<file path="config.mk">
export PLATFORM = sky130hd
export DESIGN_NAME = ps2_scan_rx
export DESIGN_NICKNAME = d
export VERILOG_FILES = /design/src/rtl/ps2_scan_rx.sv
export SDC_FILE = /design/constraint.sdc
export NUM_CORES = 1
export LEC_CHECK = 0
export CORE_MARGIN = 10
export CORE_UTILIZATION = 25
export DETAILED_ROUTE_END_ITERATION = 12
export GPL_ROUTABILITY_DRIVEN = 1
export PLACE_DENSITY = 0.48
export SLEW_MARGIN = 30
export SYNTH_ARGS = -nofsm -noshare
export SYNTH_HDL_FRONTEND = slang
export SYNTH_SLANG_ARGS = --single-unit
</file>
<file path="constraint.sdc">
create_clock -name clk -period 2.79 [get_ports clk]
set_clock_uncertainty 0.1 [all_clocks]
set_input_delay 0.558 -clock clk [delete_from_list [all_inputs] [get_ports clk]]
set_output_delay 0.558 -clock clk [all_outputs]
set_load 0.1 [all_outputs]
</file>
<file path="src/rtl/ps2_scan_rx.sv">
`default_nettype none
// ============================================================================
//  Module   : ps2_scan_rx
//  Brief    : PS/2 keyboard receiver. Synchronizes and filters the PS/2
//             clock, deserializes 11-bit frames and folds E0/F0 prefixes
//             into ext/brk flags attached to the following scan code.
//  Revision : 1.0 - initial release
// ============================================================================
module ps2_scan_rx #(
  parameter int FILT      = 8,
  parameter int TIMEOUT   = 100000,
  parameter bit CHECK_PAR = 1'b0
) (
  input  logic       clk,
  input  logic       rst,
  input  logic       ps2d,
  input  logic       ps2c,
  output logic [7:0] code,
  output logic       code_valid,
  output logic       brk,
  output logic       ext,
  output logic       frame_err
);

  localparam int FW = $clog2(FILT + 1);
  localparam int TW = $clog2(TIMEOUT + 1);

  typedef enum logic [1:0] {
    IDLE   = 2'd0,
    DATA   = 2'd1,
    PARITY = 2'd2,
    STOP   = 2'd3
  } state_t;

  logic          ps2c_s1, ps2c_s2;
  logic          ps2d_s1, ps2d_s2;
  logic [FW-1:0] flt_cnt;
  logic          flt_lvl, flt_lvl_d;
  logic          fall_tick;

  state_t        state_q, state_n;
  logic [2:0]    bit_cnt;
  logic [7:0]    shreg;
  logic          par_bit;
  logic [TW-1:0] tmo_cnt;
  logic          pend_brk, pend_ext;

  logic          timeout_hit;
  logic          par_ok;
  logic          accept;
  logic          bad;

  // Two-flop synchronizers; idle PS/2 lines are high, so reset to 1.
  always_ff @(posedge clk) begin
    if (rst) begin
      ps2c_s1 <= 1'b1;
      ps2c_s2 <= 1'b1;
      ps2d_s1 <= 1'b1;
      ps2d_s2 <= 1'b1;
    end else begin
      ps2c_s1 <= ps2c;
      ps2c_s2 <= ps2c_s1;
      ps2d_s1 <= ps2d;
      ps2d_s2 <= ps2d_s1;
    end
  end

  // Clock filter: level flips only after FILT consecutive disagreeing samples.
  always_ff @(posedge clk) begin
    if (rst) begin
      flt_cnt   <= '0;
      flt_lvl   <= 1'b1;
      flt_lvl_d <= 1'b1;
    end else begin
      flt_lvl_d <= flt_lvl;
      if (ps2c_s2 == flt_lvl) begin
        flt_cnt <= '0;
      end else if (flt_cnt == FW'(FILT - 1)) begin
        flt_lvl <= ps2c_s2;
        flt_cnt <= '0;
      end else begin
        flt_cnt <= flt_cnt + 1'b1;
      end
    end
  end

  assign fall_tick   = flt_lvl_d & ~flt_lvl;
  assign timeout_hit = (state_q != IDLE) && !fall_tick &&
                       (tmo_cnt == TW'(TIMEOUT - 1));
  assign par_ok      = (CHECK_PAR == 1'b0) || (^{shreg, par_bit});

  // FSM state register.
  always_ff @(posedge clk) begin
    if (rst) state_q <= IDLE;
    else     state_q <= state_n;
  end

  // Next-state logic plus accept/error strobes for the datapath.
  always_comb begin
    state_n = state_q;
    accept  = 1'b0;
    bad     = 1'b0;
    if (timeout_hit) begin
      state_n = IDLE;
      bad     = 1'b1;
    end else if (fall_tick) begin
      case (state_q)
        IDLE: begin
          if (ps2d_s2) bad = 1'b1;
          else         state_n = DATA;
        end
        DATA: begin
          if (bit_cnt == 3'd7) state_n = PARITY;
        end
        PARITY: state_n = STOP;
        STOP: begin
          state_n = IDLE;
          if (ps2d_s2 && par_ok) accept = 1'b1;
          else                   bad    = 1'b1;
        end
        default: state_n = IDLE;
      endcase
    end
  end

  // Deserializer, timeout counter, prefix tracking and registered outputs.
  always_ff @(posedge clk) begin
    if (rst) begin
      bit_cnt    <= '0;
      shreg      <= '0;
      par_bit    <= 1'b0;
      tmo_cnt    <= '0;
      pend_brk   <= 1'b0;
      pend_ext   <= 1'b0;
      code       <= '0;
      code_valid <= 1'b0;
      brk        <= 1'b0;
      ext        <= 1'b0;
      frame_err  <= 1'b0;
    end else begin
      code_valid <= 1'b0;
      frame_err  <= bad;

      if (state_q == IDLE || fall_tick || timeout_hit) tmo_cnt <= '0;
      else                                            tmo_cnt <= tmo_cnt + 1'b1;

      if (fall_tick) begin
        case (state_q)
          IDLE:    bit_cnt <= '0;
          DATA: begin
            shreg   <= {ps2d_s2, shreg[7:1]};
            bit_cnt <= bit_cnt + 1'b1;
          end
          PARITY:  par_bit <= ps2d_s2;
          default: ;
        endcase
      end

      // A stalled frame also forgets any prefixes seen before it.
      if (timeout_hit) begin
        bit_cnt  <= '0;
        pend_brk <= 1'b0;
        pend_ext <= 1'b0;
      end

      if (accept) begin
        if (shreg == 8'hF0) begin
          pend_brk <= 1'b1;
        end else if (shreg == 8'hE0) begin
          pend_ext <= 1'b1;
        end else begin
          code       <= shreg;
          brk        <= pend_brk;
          ext        <= pend_ext;
          code_valid <= 1'b1;
          pend_brk   <= 1'b0;
          pend_ext   <= 1'b0;
        end
      end
    end
  end

endmodule
`default_nettype wire

</file>
**Word-level counts from Yosys, hierarchy flattened**

Cells that the tools add are included.

- Register bits after elaboration: 54
- Latch bits: 0
- RAM bits: 0
- Memory bits (read-only): 0
- Input bits: 4
- Output and inout bits: 12
- Logic and storage cells: 76
- Memories: 0

- $add $sub $neg: 3
- $mul: 0
- Div/mod/pow operators: 0
- Magnitude comparators: 0
- Equality and inequality tests: 11
- Shifts and indexed selects: 0
- Multiplexer cells: 21
- Bitwise operators: 6
- Reduce and logical (&&, ||, !) cells: 17

Operators by type and width:

| cell | count |
|---|---|
| 17-bit by 1-bit adder with 17-bit output, second input constant | 1 |
| 17-bit equality test, second input constant | 1 |
| 8-bit equality test, second input constant | 2 |
| 1-bit 2-to-1 mux | 16 |
| 2-bit one-hot mux with 4 select lines | 1 |
| 3-bit one-hot mux with 2 select lines | 1 |
| 2-bit AND reduction | 3 |
| 3-bit AND reduction | 2 |
| 3-bit OR reduction | 2 |
| 1-bit NOT | 5 |
| 4-bit by 1-bit adder with 4-bit output, second input constant | 1 |
| 2-bit equality test, second input constant | 2 |
| 4-bit by 3-bit equality test with 1-bit output, second input constant | 1 |
| 2-bit 2-to-1 mux | 2 |
| 2-bit != test, second input constant | 2 |
| 2-bit nonzero test | 2 |
| 2-bit OR reduction | 2 |
| 3-bit by 1-bit adder with 3-bit output, second input constant | 1 |
| 3-bit equality test, second input constant | 1 |
| 2-bit by 1-bit equality test with 1-bit output, second input constant | 1 |
| 1-bit logical AND | 2 |
| 2-bit zero test | 1 |
| 1-bit logical OR | 2 |
| 1-bit one-hot mux with 2 select lines | 1 |
| other kinds (3) | 3 |

**Logic depth before layout (Yosys ltp)**

- Depth after elaboration: 9
- Mapped depth: 6
- Mapped depth without buffers: 6

**Least setup slack after synthesis**

Ideal clock, no wire load.

- Kind: register to register
- Start point: register tmo_cnt[0]
- End point: register pend_brk
- Setup time: 116 ps
- Arrival time: 1399 ps
- Data required time: 2574 ps
- Slack: 1176 ps
- Cell stages (with the launch flop): 6
- Buffers on the path: 0
- Clock period less this slack: 1614 ps
- Path through: dfxtp_1 > ha_1 > and4_1 > nand4_1 > or3_1 > and3_1

- Cells in the longest elaborated chain, start to end: 6
- Elaborated cells between the ends (all ways): 7
- Classes of those cells: eq/ne (1); mux (5); reduce/logical (1)

RTL lines:

| what | RTL line | text |
|---|---|---|
| start: declaration | 45 | `logic [TW-1:0] tmo_cnt;` |
| start signal: assignment | 145 | `else tmo_cnt <= tmo_cnt + 1'b1;` |
| 17-bit equality test * | 89 | `(tmo_cnt == TW'(TIMEOUT - 1));` |
| 1-bit logical AND * | 88 | `assign timeout_hit = (state_q != IDLE) && !fall_tick &&` |
| 1-bit 2-to-1 mux | 160 | `if (timeout_hit) begin` |
| 1-bit 2-to-1 mux | 169 | `end else if (shreg == 8'hE0) begin` |
| 1-bit 2-to-1 mux | 167 | `if (shreg == 8'hF0) begin` |
| 1-bit 2-to-1 mux * | 166 | `if (accept) begin` |
| end signal: assignment | 162 | `pend_brk <= 1'b0;` |
| end signal: assignment | 168 | `pend_brk <= 1'b1;` |
| end signal: assignment | 176 | `pend_brk <= 1'b0;` |
| end: declaration | 46 | `logic pend_brk, pend_ext;` |

Every way passes the cells marked *; elsewhere a longest branch is shown, timed or not.
A chain may end at the register's enable or synchronous reset.

==> run summary <==
Clock latency on the worst-skew pair, taken at its later pin, is 0.31 ns. The total routing usage reported by global routing is 6.61%. The tightest min-delay check is of the reg2reg type. In this run the worst path has a maximum fanout of 12. Power per unit of standard cell area: 508 mW/mm². The leakage component of the power is 0.892 nW, and the post-cts gate resize count is 0.

Count of flip-flops with a built-in enable after synthesis: 0. The starting density of the core was 25.8%. After detailed routing, the number of remaining DRC violations is 0.

The synthesized netlist devotes 23.7% of its cell area to simple gates. TritonCTS built the clock tree. Synthesis inferred 54 register bits. The largest net degree at the start of global routing was 20; the overall routed net length was 3940 µm.

In this run, the number of DRC markers left after iteration 0 of detailed routing was 71. The distinct cell type count after synthesis was 38; the top-area cell type share of the netlist area was 50.4%. The cell type with the largest total area after synthesis was dfxtp_1.

The share of the clock period used by the worst path is 66.7%, and the switching power as a share of total power is 22.8%. The die boundary width came out at 113 µm. For this design, the sink count on the clock tree is 54.

The run gives 0 as the number of nets with antenna violations after detailed routing. The worst setup path is of the in2reg kind. STA puts the critical path data required time at 2.94 ns. For this run, the detailed router's first-pass iteration total came to 4. Counting flops with an async set or reset pin after synthesis yields a share of 0%. The run finished with clean final reports. In the synthesized netlist the dominant register cell turns out to be dfxtp_1. The tools report the switching power as 0.287 mW.

The tools report the number of antenna repair diodes as 0. The logs give 0 for the number of setup violations in the final report and 0.572 ns for the worst slack after detailed placement. The number of buffers between clock root and the deepest sink is 2.

Summing the areas of all compound-gate instances in the mapped netlist gives 9.92% of the synthesized area. Ranked by total cell area, the synthesized netlist is headed by dfxtp_1 (50%), ha_1 (5.3%), xnor2_1 (4.9%). The worst setup path is captured at a flop. Wire length per cell: 11.4 µm. For the number of max-slew violations in the final report, the log shows 0. For this run, the top clock speed supported by timing is 0.537 GHz. Counting instances in the post-synthesis netlist gives the leading cell types as dfxtp_1 (54), nand2_1 (26), nor2_1 (26), xnor2_1 (12), a21oi_1 (11). The logs give 16 for the I/O pin total and 236 for the synthesized net count.

Once routing completed, OpenROAD measured the worst setup slack at 0.928 ns. The depth of the worst hold-timing path is 1, and the post-route non-filler standard cell count is 345. The clock network is responsible for 36.9% of the overall power. In this run the tool buffered the top-level ports with 15 buffer cells. For the detailed placer's ending HPWL, the log shows 2850 µm. The multiplexer fraction of the synthesized cell area is 1.40%. The first-pass GRT wire length is 7110 µm, and the initial antenna violation count is 0. In this run the critical register-to-register path is launched from tmo_cnt[0]. The die covers 0.0127 mm². The number of violations of the max-capacitance limit is 0. Portion of the post-synthesis area used by sequential elements: 50.4%. The smallest clock period supported by the final layout is computed as 1.86 ns. After clock tree synthesis, the flow added hold-fix buffers numbering 0.

The fraction of layout cells with a size suffix above 1 is 12.9%. Clock tree synthesis selected as its root buffer the cell clkbuf_8. The most common cell in the synthesized netlist is dfxtp_1.

The internal portion of the total power is 0.970 mW. CTS clock-pin slew for the worst setup and hold paths: 0.10 ns. The count of cells along the worst register-to-register path came out at 5.

The pin slew with the least headroom to its limit was 0.782 ns. The area growth from synthesis to layout works out to 15.3%. After detailed routing, the number of vias per cell comes to 4.45.

Combinational cells account for 1.5% of the total power. Summing the areas of all fa, ha and maj instances in the mapped netlist gives 5.25% of the synthesized area. The worst IR drop on VDD was 213 µV; the average size of a mapped cell was 9.62 µm². The arrival time at the worst endpoint came out at 2.01 ns. Synthesis produced a netlist whose cell count is 223. Setup repair after global routing left no endpoint under its margin. The max-slew headroom at the worst pin was 47.7%. The startpoint of the tightest hold check path was ps2d_s1. In this run the cell area of the synthesized design comes to 0.00214 mm².

Routability-driven placement finished with a final weighted congestion of 0.740. Setup total negative slack on the finished layout was measured at 0 ns. Counting the buffers created by CTS gives 5. The sequential power share came out at 61.7%.

The tools report the buffers inserted during post-CTS setup optimization as 0. The hold violation count in the final report is 0. The core region is 0.00830 mm². The via count is 1,536, and the die height is 113 µm.

STA classifies the critical path startpoint as an input port. The floorplan has 33 rows. Beginning of the critical path: rst. Net count of the finished layout: 252. After global routing the overflow that remains totals 0. For this run, the number of Yosys warnings is 0. The synthesized netlist devotes 6.94% of its cell area to XOR and XNOR gates.

The combinational family with the most area after synthesis is simple AND/OR/NAND/NOR gates. The via count of the first global-routing pass is 1,457. The clock tree synthesis step divided the H-tree into 2 levels. After detailed placement, the design holds a cell count of 337.
==> layout by cell type (no fill, tap or decap), types with 4 or more instances in the layout <==
cell | netlist | final
a21oi_1 | 11 | 11
a22o_1 | 10 | 10
buf_4 | 0 | 13
clkbuf_8 | 0 | 5
dfxtp_1 | 54 | 54
ha_1 | 9 | 9
inv_1 | 6 | 6
nand2_1 | 26 | 26
nand3_1 | 6 | 6
nand4_1 | 5 | 5
nor2_1 | 26 | 26
nor3_1 | 6 | 6
nor4_1 | 4 | 4
or2_2 | 5 | 5
xnor2_1 | 12 | 12
xor2_1 | 5 | 5
==> critical path, cell delays in order <==
cell and delay, ns:
clkdlybuf4s50_1 0.53, nor2_1 0.67, and3_1 0.25
==> worst paths after layout <==
kind                            endpoint  slack [ns]
worst max register to register  pend_brk        0.94
worst min register to register   ps2d_s2        0.32
worst max-delay path            pend_brk        0.93
worst min-delay path             ps2d_s2        0.32
==> through the flow <==
stage	utilization [%]	area [µm²]	power [mW]	hold slack, ns
3_5_place_dp	28.6	2370	0.812	0.297
6_report	29.8	2470	1.26	0.319
3_3_place_gp	28.6	2370	0.812	0.296
5_1_grt	29.8	2470	1.32	0.351
2_1_floorplan	-	2140	0.803	0.289
4_1_cts	29.8	2470	1.28	0.324
==> area by class of cell <==
| type | instances | area, µm² |
|---|---|---|
| Tap cell | 105 | 131 |
| Fill cell | 875 | 5830 |
| Clock buffer | 5 | 68.8 |
| Timing Repair Buffer | 16 | 128 |
| Clock inverter | 3 | 28.8 |
| Sequential cell | 54 | 1080 |
| Inverter | 6 | 22.5 |
| Multi-Input combinational cell | 156 | 1010 |
==> flip-flops by register name, indices dropped and copies added, names as in the netlist <==
name,flops
bit_cnt,3
brk,1
code,8
code_valid,1
ext,1
flt_cnt,4
flt_lvl,1
flt_lvl_d,1
frame_err,1
pend_brk,1
pend_ext,1
ps2c_s1,1
ps2c_s2,1
ps2d_s1,1
ps2d_s2,1
shreg,8
state_q,2
tmo_cnt,17
==> layer usage <==
| layer | part of all wire (%) | GRT usage, % | vias to the layer above |
|---|---|---|---|
| li1 | - | - | 799 |
| met1 | 51 | 8.72 | 711 |
| met2 | 44 | 9.60 | 22 |
| met3 | 4.1 | 1.97 | 4 |
| met4 | 1.6 | 3.05 | 0 |
| met5 | 0 | 0 | - |
==> power groups by stage <==
stage          sequential [mW]  clock, mW  combinational (mW)
5_1_grt                  0.776      0.525              0.0209
6_report                 0.775      0.463              0.0185
3_3_place_gp             0.793          0              0.0191
2_1_floorplan            0.792          0              0.0110
3_5_place_dp             0.793          0              0.0191
4_1_cts                  0.775      0.490              0.0192
==> cell families after synthesis <==
logic type                 after synthesis
buffers and inverters                   13
DFF                                     54
muxes                                    3
xor gates and xnor gates                17
adders and majority gates                9
and+or+nand+nor                         97
AOI/OAI and AO/OA                       30
Power figures use the tool's default switching activity.
